`src/rtl/mem_arbiter_pkg.sv`:
```
// mem_arbiter_pkg
//   Shared types and defaults for the data-memory arbiter.
//   - owner_e : who currently owns arbitration (round-robin or locked host)
//   - gnt_e   : which side, if any, performs the memory access this cycle
//   - AW_DEF / DW_DEF : default address and data widths of the 8-bit core
package mem_arbiter_pkg;

  localparam int AW_DEF = 8;
  localparam int DW_DEF = 8;

  typedef enum logic {
    S_RR   = 1'b0,
    S_HOST = 1'b1
  } owner_e;

  typedef enum logic [1:0] {
    GNT_NONE = 2'd0,
    GNT_CPU  = 2'd1,
    GNT_HOST = 2'd2
  } gnt_e;

  // True while a locked host burst may take one more slot.
  function automatic logic burst_has_room(input logic [3:0] cnt,
                                          input logic [3:0] max);
    return (cnt < max);
  endfunction

endpackage

```
`src/rtl/mem_arbiter_if.sv`:
```
// mem_arbiter_if
//   Bundles the CPU-side, host-side and memory-side signals of the arbiter.
//   modport slave  : the arbiter's view (requests in, grants/bus out)
//   modport master : the surrounding system's view (CPU, host, memory)
//   CPU side  : cpu_req, cpu_we, cpu_addr, cpu_wdata, cpu_rdata, cpu_stall
//   Host side : host_req, host_we, host_lock, host_addr, host_wdata,
//               host_gnt, host_rdata, host_rvalid
//   Memory    : mem_addr, mem_din, mem_we, mem_dout
interface mem_arbiter_if
  import mem_arbiter_pkg::*;
#(
  parameter int AW = AW_DEF,
  parameter int DW = DW_DEF
);

  logic          cpu_req;
  logic          cpu_we;
  logic [AW-1:0] cpu_addr;
  logic [DW-1:0] cpu_wdata;
  logic [DW-1:0] cpu_rdata;
  logic          cpu_stall;

  logic          host_req;
  logic          host_we;
  logic          host_lock;
  logic [AW-1:0] host_addr;
  logic [DW-1:0] host_wdata;
  logic          host_gnt;
  logic [DW-1:0] host_rdata;
  logic          host_rvalid;

  logic [AW-1:0] mem_addr;
  logic [DW-1:0] mem_din;
  logic          mem_we;
  logic [DW-1:0] mem_dout;

  modport slave (
    input  cpu_req, cpu_we, cpu_addr, cpu_wdata,
    output cpu_rdata, cpu_stall,
    input  host_req, host_we, host_lock, host_addr, host_wdata,
    output host_gnt, host_rdata, host_rvalid,
    output mem_addr, mem_din, mem_we,
    input  mem_dout
  );

  modport master (
    output cpu_req, cpu_we, cpu_addr, cpu_wdata,
    input  cpu_rdata, cpu_stall,
    output host_req, host_we, host_lock, host_addr, host_wdata,
    input  host_gnt, host_rdata, host_rvalid,
    input  mem_addr, mem_din, mem_we,
    output mem_dout
  );

endinterface

```
`src/rtl/mem_arbiter.sv`:
```
// mem_arbiter
//   Shares the single-port data memory between the CPU datapath and the
//   host/debug port. Per-cycle round-robin arbitration, with an optional
//   host lock that keeps ownership for up to HOST_BURST_MAX consecutive
//   grants before the CPU is handed a forced slot. The CPU is stalled in
//   the same cycle it loses the memory and simply retries next cycle.
//
// Ports
//   clk  : system clock
//   rst  : synchronous active-high reset
//   bus  : mem_arbiter_if.slave (CPU, host and memory signals)
//
// Owner states
//   state  | meaning
//   S_RR   | per-cycle round-robin between CPU and host
//   S_HOST | host holds a locked burst; CPU only gets leftover/forced slots
module mem_arbiter
  import mem_arbiter_pkg::*;
#(
  parameter int AW             = AW_DEF,
  parameter int DW             = DW_DEF,
  parameter int HOST_BURST_MAX = 4
) (
  input  logic          clk,
  input  logic          rst,
  mem_arbiter_if.slave  bus
);

  localparam logic [3:0] BURST_MAX = 4'(HOST_BURST_MAX);

  owner_e        owner_q, owner_d;
  logic          last_q, last_d;
  logic [3:0]    burst_q, burst_d;
  logic [DW-1:0] host_rdata_q, host_rdata_d;
  logic          host_rvalid_q, host_rvalid_d;

  gnt_e          gnt;
  logic          cpu_gnt;
  logic          host_gnt;
  logic          both_req;

  assign both_req = bus.cpu_req & bus.host_req;

  // Grant decision and owner next-state
  always_comb begin
    owner_d = owner_q;
    last_d  = last_q;
    burst_d = burst_q;
    gnt     = GNT_NONE;

    unique case (owner_q)
      S_RR: begin
        if (both_req) begin
          // last_q=1 means the host won the previous contest
          gnt    = last_q ? GNT_CPU : GNT_HOST;
          last_d = ~last_q;
        end else if (bus.cpu_req) begin
          gnt = GNT_CPU;
        end else if (bus.host_req) begin
          gnt = GNT_HOST;
        end

        if ((gnt == GNT_HOST) && bus.host_lock) begin
          owner_d = S_HOST;
          burst_d = 4'd1;
        end
      end

      S_HOST: begin
        if (bus.host_req && burst_has_room(burst_q, BURST_MAX)) begin
          gnt = GNT_HOST;
        end else if (bus.cpu_req) begin
          gnt = GNT_CPU;
        end

        if ((gnt == GNT_HOST) && bus.host_lock) begin
          burst_d = burst_q + 4'd1;
        end else begin
          // Host dropped its request, released the lock, or used up the
          // burst budget: fall back to round-robin with the CPU favoured.
          owner_d = S_RR;
          burst_d = 4'd0;
          last_d  = 1'b1;
        end
      end
    endcase

    // Nothing touches memory while reset is asserted.
    if (rst) begin
      gnt = GNT_NONE;
    end
  end

  assign cpu_gnt  = (gnt == GNT_CPU);
  assign host_gnt = (gnt == GNT_HOST);

  // Memory mux and CPU/host side outputs
  always_comb begin
    bus.mem_addr  = '0;
    bus.mem_din   = '0;
    bus.mem_we    = 1'b0;
    if (cpu_gnt) begin
      bus.mem_addr = bus.cpu_addr;
      bus.mem_din  = bus.cpu_wdata;
      bus.mem_we   = bus.cpu_we;
    end else if (host_gnt) begin
      bus.mem_addr = bus.host_addr;
      bus.mem_din  = bus.host_wdata;
      bus.mem_we   = bus.host_we;
    end
  end

  // Load data is only meaningful when the CPU is not stalled.
  assign bus.cpu_rdata   = bus.mem_dout;
  assign bus.cpu_stall   = bus.cpu_req & ~cpu_gnt & ~rst;
  assign bus.host_gnt    = host_gnt;
  assign bus.host_rdata  = host_rdata_q;
  assign bus.host_rvalid = host_rvalid_q;

  // Host read capture: one-cycle rvalid pulse after a granted read.
  always_comb begin
    host_rvalid_d = host_gnt & ~bus.host_we;
    host_rdata_d  = host_rdata_q;
    if (host_rvalid_d) begin
      host_rdata_d = bus.mem_dout;
    end
  end

  always_ff @(posedge clk) begin
    if (rst) begin
      owner_q       <= S_RR;
      last_q        <= 1'b1;
      burst_q       <= 4'd0;
      host_rdata_q  <= '0;
      host_rvalid_q <= 1'b0;
    end else begin
      owner_q       <= owner_d;
      last_q        <= last_d;
      burst_q       <= burst_d;
      host_rdata_q  <= host_rdata_d;
      host_rvalid_q <= host_rvalid_d;
    end
  end

endmodule

```
`src/flat_wrapper.sv`:
```
// flat-port wrapper written by rule: the top's interface ports become plain ports
module mem_arbiter_flat import mem_arbiter_pkg::*;
#(
  parameter int AW             = AW_DEF,
  parameter int DW             = DW_DEF,
  parameter int HOST_BURST_MAX = 4
)
  (clk, rst, bus_cpu_req, bus_cpu_we, bus_cpu_addr, bus_cpu_wdata, bus_cpu_rdata, bus_cpu_stall, bus_host_req, bus_host_we, bus_host_lock, bus_host_addr, bus_host_wdata, bus_host_gnt, bus_host_rdata, bus_host_rvalid, bus_mem_addr, bus_mem_din, bus_mem_we, bus_mem_dout);
  mem_arbiter_if #(.AW(AW), .DW(DW)) bus_i ();
  input  logic clk;
  input  logic rst;
  input wire logic [$bits(bus_i.cpu_req)-1:0] bus_cpu_req;
  input wire logic [$bits(bus_i.cpu_we)-1:0] bus_cpu_we;
  input wire logic [$bits(bus_i.cpu_addr)-1:0] bus_cpu_addr;
  input wire logic [$bits(bus_i.cpu_wdata)-1:0] bus_cpu_wdata;
  output wire logic [$bits(bus_i.cpu_rdata)-1:0] bus_cpu_rdata;
  output wire logic [$bits(bus_i.cpu_stall)-1:0] bus_cpu_stall;
  input wire logic [$bits(bus_i.host_req)-1:0] bus_host_req;
  input wire logic [$bits(bus_i.host_we)-1:0] bus_host_we;
  input wire logic [$bits(bus_i.host_lock)-1:0] bus_host_lock;
  input wire logic [$bits(bus_i.host_addr)-1:0] bus_host_addr;
  input wire logic [$bits(bus_i.host_wdata)-1:0] bus_host_wdata;
  output wire logic [$bits(bus_i.host_gnt)-1:0] bus_host_gnt;
  output wire logic [$bits(bus_i.host_rdata)-1:0] bus_host_rdata;
  output wire logic [$bits(bus_i.host_rvalid)-1:0] bus_host_rvalid;
  output wire logic [$bits(bus_i.mem_addr)-1:0] bus_mem_addr;
  output wire logic [$bits(bus_i.mem_din)-1:0] bus_mem_din;
  output wire logic [$bits(bus_i.mem_we)-1:0] bus_mem_we;
  input wire logic [$bits(bus_i.mem_dout)-1:0] bus_mem_dout;
  assign bus_i.cpu_req = bus_cpu_req;
  assign bus_i.cpu_we = bus_cpu_we;
  assign bus_i.cpu_addr = bus_cpu_addr;
  assign bus_i.cpu_wdata = bus_cpu_wdata;
  assign bus_cpu_rdata = bus_i.cpu_rdata;
  assign bus_cpu_stall = bus_i.cpu_stall;
  assign bus_i.host_req = bus_host_req;
  assign bus_i.host_we = bus_host_we;
  assign bus_i.host_lock = bus_host_lock;
  assign bus_i.host_addr = bus_host_addr;
  assign bus_i.host_wdata = bus_host_wdata;
  assign bus_host_gnt = bus_i.host_gnt;
  assign bus_host_rdata = bus_i.host_rdata;
  assign bus_host_rvalid = bus_i.host_rvalid;
  assign bus_mem_addr = bus_i.mem_addr;
  assign bus_mem_din = bus_i.mem_din;
  assign bus_mem_we = bus_i.mem_we;
  assign bus_i.mem_dout = bus_mem_dout;
  mem_arbiter #(.AW(AW), .DW(DW), .HOST_BURST_MAX(HOST_BURST_MAX)) u_core (.clk(clk), .rst(rst), .bus(bus_i));
endmodule
```
`config.mk`:
```
export PLATFORM = sky130hd
export DESIGN_NAME = mem_arbiter_flat
export DESIGN_NICKNAME = d
export VERILOG_FILES = /design/src/rtl/mem_arbiter_pkg.sv /design/src/rtl/mem_arbiter_if.sv /design/src/rtl/mem_arbiter.sv /design/src/flat_wrapper.sv
export SDC_FILE = /design/constraint.sdc
export NUM_CORES = 1
export LEC_CHECK = 0
export CORE_MARGIN = 10
export CORE_UTILIZATION = 33
export CTS_BUF_LIST = sky130_fd_sc_hd__clkbuf_8 sky130_fd_sc_hd__clkbuf_16
export CTS_CLUSTER_DIAMETER = 40
export DETAILED_ROUTE_END_ITERATION = 8
export GPL_ROUTABILITY_DRIVEN = 0
export PLACE_DENSITY = 0.89
export REMOVE_ABC_BUFFERS = 1
export SYNTH_ARGS = -nofsm -noshare
export SYNTH_HDL_FRONTEND = slang
export SYNTH_SLANG_ARGS = --single-unit
export TNS_END_PERCENT = 50
```
`constraint.sdc`:
```
create_clock -name clk -period 4.6 [get_ports clk]
set_input_delay 1.38 -clock clk [delete_from_list [all_inputs] [get_ports clk]]
set_output_delay 1.38 -clock clk [all_outputs]
set_load 0.01 [all_outputs]
```
* After elaboration in Yosys (flattened, before gate mapping)
Index checks and enable logic that the tools add are counted.
** Storage, ports and cells
- Register bits after elaboration :: 15
- Bits in latches :: 0
- Memory bits (writable) :: 0
- Memory bits (read-only) :: 0
- Bits of input ports :: 47
- Word-level logic and storage cells :: 52
- Memories kept :: 0
** Cells by class
- $add $sub $neg :: 1
- Multipliers :: 0
- Div/mod/pow operators :: 0
- Order comparisons :: 1
- Equality and inequality tests :: 7
- Shift operators :: 0
- Multiplexer cells :: 25
- Bitwise gates (word level) :: 9
- Reductions and logical operators :: 4
** Operators by type and width (count)
- 8-bit two-way mux :: 4
- 2-bit two-way mux :: 8
- 4-bit two-way mux :: 2
- 4-bit one-hot mux with 2 select lines :: 1
- 1-bit two-way mux :: 7
- 2-bit equality test (second input constant) :: 3
- 1-bit inverter :: 5
- 4-bit by 1-bit adder with 4-bit output (second input constant) :: 1
- 1-bit AND :: 4
- 4-bit by 3-bit less-than comparator with 1-bit output (second input constant) :: 1
- 2-bit by 1-bit != test with 1-bit output (second input constant) :: 2
- 1-bit one-hot mux with 2 select lines :: 2
- 2-bit one-hot mux with 2 select lines :: 1
- 1-bit logical AND :: 3
- 2-bit by 1-bit equality test with 1-bit output (second input constant) :: 1
- 2-bit != test (second input constant) :: 1
- 2-bit AND reduction :: 1

* Logic depth before layout (Yosys ltp)
- Depth after elaboration :: 10
- Depth in mapped cells :: 5

* Least setup slack after synthesis
OpenSTA, ideal clock, no wires.
- Path type :: input to output
- From :: in bus_cpu_req
- To :: out bus_mem_addr[6]
- Data arrival time :: 2271 ps
- Data required time :: 3220 ps
- Slack :: 949 ps
- Stages :: 5
- Path through :: nand2_1 -> o21ai_2 -> nor3b_4 -> buf_6 -> a22o_1
** Between the ends
- Word-level cells in the longest chain between the ends :: 8
- Elaborated cells on any way between the ends :: 13
- Those cells by class :: 2 x eq/ne; 10 x mux; 1 x bitwise
** RTL lines
- start, declared :: line flat_wrapper.sv:12 : input wire logic [$bits(bus_i.cpu_req)-1:0] bus_cpu_req;
- 1-bit two-way mux (tied with other cells) :: line mem_arbiter.sv:72 : end else if (bus.cpu_req) begin
- 2-bit two-way mux, on equally long branches :: line mem_arbiter.sv:70, mem_arbiter.sv:53
- 2-bit two-way mux :: line mem_arbiter.sv:51 : unique case (owner_q)
- 2-bit one-hot mux with 2 select lines * :: line mem_arbiter.sv:51
- 2-bit two-way mux * :: line mem_arbiter.sv:89 : if (rst) begin
- 2-bit equality test * :: line mem_arbiter.sv:95 : assign host_gnt = (gnt == GNT_HOST);
- via bus_host_gnt :: line flat_wrapper.sv:23 : output wire logic [$bits(bus_i.host_gnt)-1:0] bus_host_gnt;
- 8-bit two-way mux * :: line mem_arbiter.sv:106 : end else if (host_gnt) begin
- 8-bit two-way mux * :: line mem_arbiter.sv:102 : if (cpu_gnt) begin
- end, declared :: line flat_wrapper.sv:26 : output wire logic [$bits(bus_i.mem_addr)-1:0] bus_mem_addr;
Mark *: on every way through the listed nets, which the timed path passes. The rest lies on a longest branch. The select of a mux whose other input is x is not followed.

* Final worst setup path
- From :: in bus_cpu_req
- To :: out bus_host_gnt
** Between the ends
- Word-level cells in the longest chain between the ends :: 6
- Elaborated cells on any way between the ends :: 10
- Those cells by class :: 1 x eq/ne; 8 x mux; 1 x bitwise
** RTL lines (line)
- 1-bit two-way mux (tied with other cells) :: mem_arbiter.sv:72
- 2-bit two-way mux, on equally long branches :: mem_arbiter.sv:70, mem_arbiter.sv:53
- 2-bit two-way mux :: mem_arbiter.sv:51
- 2-bit one-hot mux with 2 select lines * :: mem_arbiter.sv:51
- 2-bit two-way mux * :: mem_arbiter.sv:89
- 2-bit equality test * :: mem_arbiter.sv:95
- end, declared :: flat_wrapper.sv:23
Mark *: on every way between the ends. The rest lies on a longest branch, timed or not. The select of a mux whose other input is x is not followed.

==> metrics.txt <==
status=finished clean; Root Driver=clkbuf_8; core footprint=2710 um2; drt total wl=3.797 mm; design area=approximately 1900 um2; first-pass GRT wire length=approximately 5.7 mm; Top FF cell, synth=dfxtp_1; crit path time final=between 4 and 5 ns; Netlist Area Pre-Place=between 900 and 1000 um2; Setup TNS=0 ns; Mapped Cells=91; buffer and inverter count on the worst path=3; Routed Antenna Nets=0; nets=around 220; Core Rows=19; FILL cells=~200; cell with the most instances after synthesis=a22o_1; synth unique cells=27; #FFs+latches synth=15; synth cell count leaders=a22o_1 (19), dfxtp_1 (15), nor2_1 (12); post-synthesis mux area share=8.672%; Worst-Margin Slew=0.4199 ns; fin. max-slew vios=0; Peak Freq=between 0.2 and 0.25 GHz; Starting DRT DRC Count=61; clock slew at reported path FFs=approximately 0.06 ns; main combinational cell family by area after synthesis=compound AO/OA/AOI/OAI gates; routed len/inst=about 19 um; DP Wirelength=roughly 3 mm; number of global-route vias before repair=1086; DRC Markers=0; unrepaired setup endpoints after global routing=no; Starting Density=34.07%; Synth Area in XOR/XNOR=0%; hold buffer count at CTS=0; Clock Latency Late Sink=approximately 0.25 ns; die height=roughly 73 um; crit path max-delay cell type=clkdlybuf4s50_1; number of diodes=0; Synth warnings=0; Avg Cell Area, Syn=10.15 um2; cell count along the critical path=6; CTS tree=built; Vias per Instance=a little over 5; Area contributors post-synth=dfxtp_1 (33%), a22o_1 (18%), mux2i_1 (8.7%), buf_4 (8.1%), nor2_1 (4.9%); critical path type=in -> out; Critical Path End Type=output port; Cell Chain, Critical Path=clkdlybuf4s50_1 -> nand2_1 -> o21ai_2 -> nor3b_4 -> buf_6 -> clkdlybuf4s50_1; VDD IR max=approximately 200 uV; fraction of layout cells with a size suffix above 1=between 10% and 20%; Worst path most repeated cell=clkdlybuf4s50_1; Hold Fails Final Rpt=0; aggregate global-route resource usage=roughly 14%; worst-path maximum fanout=18; initial antenna violation count=0; post-synth top area cell=dfxtp_1; CTS sink count=15; Hold Crit Class=reg -> reg; post-synthesis compound-gate area fraction=between 20 and 30%; pin count of the biggest net entering global routing=19; Placed Area=around 1700 um2; Critical Path AT=between 3 and 4 ns; Async S/R FF share, synth=0%; Leak=around 0.96 nW; CP Launch Type=input pin; post-synthesis sequential area ratio=about a third; PwrDens=203.6 nW/um2; DIE AREA=~5300 um2; worst clock skew=approximately 0.0040 ns; normalized max-slew margin=between 70% and 80%; number of max-cap violations=0; htree depth=1; Final Setup Violations=0; Longest Clk Path Bufs=2; worst path required time=around 3.2 ns; Port Buffer Count=82; R2R cell count=5; Post-Synth Simple-Gate Area=between 10% and 20%; Congestion Overflow GR=0; Adder-Cell Fraction of Synth Area=~1.4%; Die Width=about 73 um; Vias=1061; CTS buffer count=3; share of the synthesized area in the top cell type=32.52%; area grow syn2layout=102.2%; drt first pass iters=4; I/O pin count=83; Hold Crit Depth=2; number of flops mapped to enable cells by yosys=0; CP top delay family=buffers and inverters; period utilization=between 90 and 100%; CP max stage delay=0.56 ns
## through the flow
step	total power, W	worst slack [ns]	hold slack [ns]	util [%]	instances
final	0.0003801	0.1924	0.5008	68.88	205
after global routing	0.0003994	0.1187	0.5272	68.88	205
after CTS	0.0003843	0.02770	0.5113	66.94	205
after detailed placement	0.0002730	-0.05929	0.4859	64.08	199
after global placement	0.0002702	0.006024	0.4678	64.08	199
after floorplan	0.0001800	0.8481	0.4536	-	79
## per-layer routing
layer,GRT usage (%),up-vias,wire (um)
met5,0,-,0
met4,5.063,0,31
met3,5.306,4,349
met2,23.03,67,1884
met1,15.13,487,1531
li1,-,503,-
## state kept, by name, indices dropped and copies added, names as in the netlist
register	cells
u_core.owner_q	1
u_core.bus.host_rdata	8
u_core.last_q	1
u_core.burst_q	4
u_core.bus.host_rvalid	1
## worst reg2reg max path: stages (launching register included)
cell and delay, ns:
dfxtp_1 0.56, nand4bb_4 0.17, buf_4 0.17, o22ai_4 0.34, mux2i_1 0.26, nor2_1 0.06
## cell type report
class                      instances  area [um2]  area share, %
timing repair buffer              91       949.7          50.87
multi-input combinational         64       531.8          28.49
sequential                        15       300.3          16.09
clock buffer                       3       41.29          2.212
clock inverter                     1       5.005         0.2681
tap                               31       38.79          2.078
## worst paths after layout
check | end | slack, ns | from
worst min register to register | u_core.bus.host_rdata[3] | 0.50 | u_core.bus.host_rdata[3]
worst min-delay path | u_core.bus.host_rdata[3] | 0.50 | u_core.bus.host_rdata[3]
worst max register to register | u_core.bus.host_rdata[5] | 2.92 | u_core.owner_q
worst max-delay path | bus_host_gnt | 0.19 | bus_cpu_req
## logic make-up after synthesis
group,Yosys count
compound gates,30
fa+ha+maj,1
buf+inv,12
flops,15
mux,8
simple gates,25
## what timing repair did
action | in CTS | in global routing
setup endpoints to repair | 17 | 18
gates resized for setup | 1 | 19
buffers inserted | 2 | 0
pin swaps | 1 | 0
## power breakdown
| group | internal [W] | switching, W | leakage [nW] |
|---|---|---|---|
| combinational | 0.0000853 | 0.0000482 | 0.813 |
| sequential | 0.000134 | 0.00000401 | 0.122 |
| clock | 0.0000601 | 0.0000483 | 0.0255 |
## layout by cell type, fill, tap and decap left out, drive strengths merged
cell,instances
a211o,1
a211oi,1
a21oi,1
a221o,1
a22o,19
a311oi,1
a31oi,1
and2,2
and2b,1
and4bb,1
buf,9
clkbuf,3
clkdlybuf4s50,64
clkinv,1
dfxtp,15
dlymetal6s2s,18
ha,1
mux2i,8
nand2,4
nand2b,2
nand4bb,1
nor2,13
nor3b,1
o21ai,3
o22a,1
o22ai,1
No activity file was read; power rests on OpenSTA's default activity.
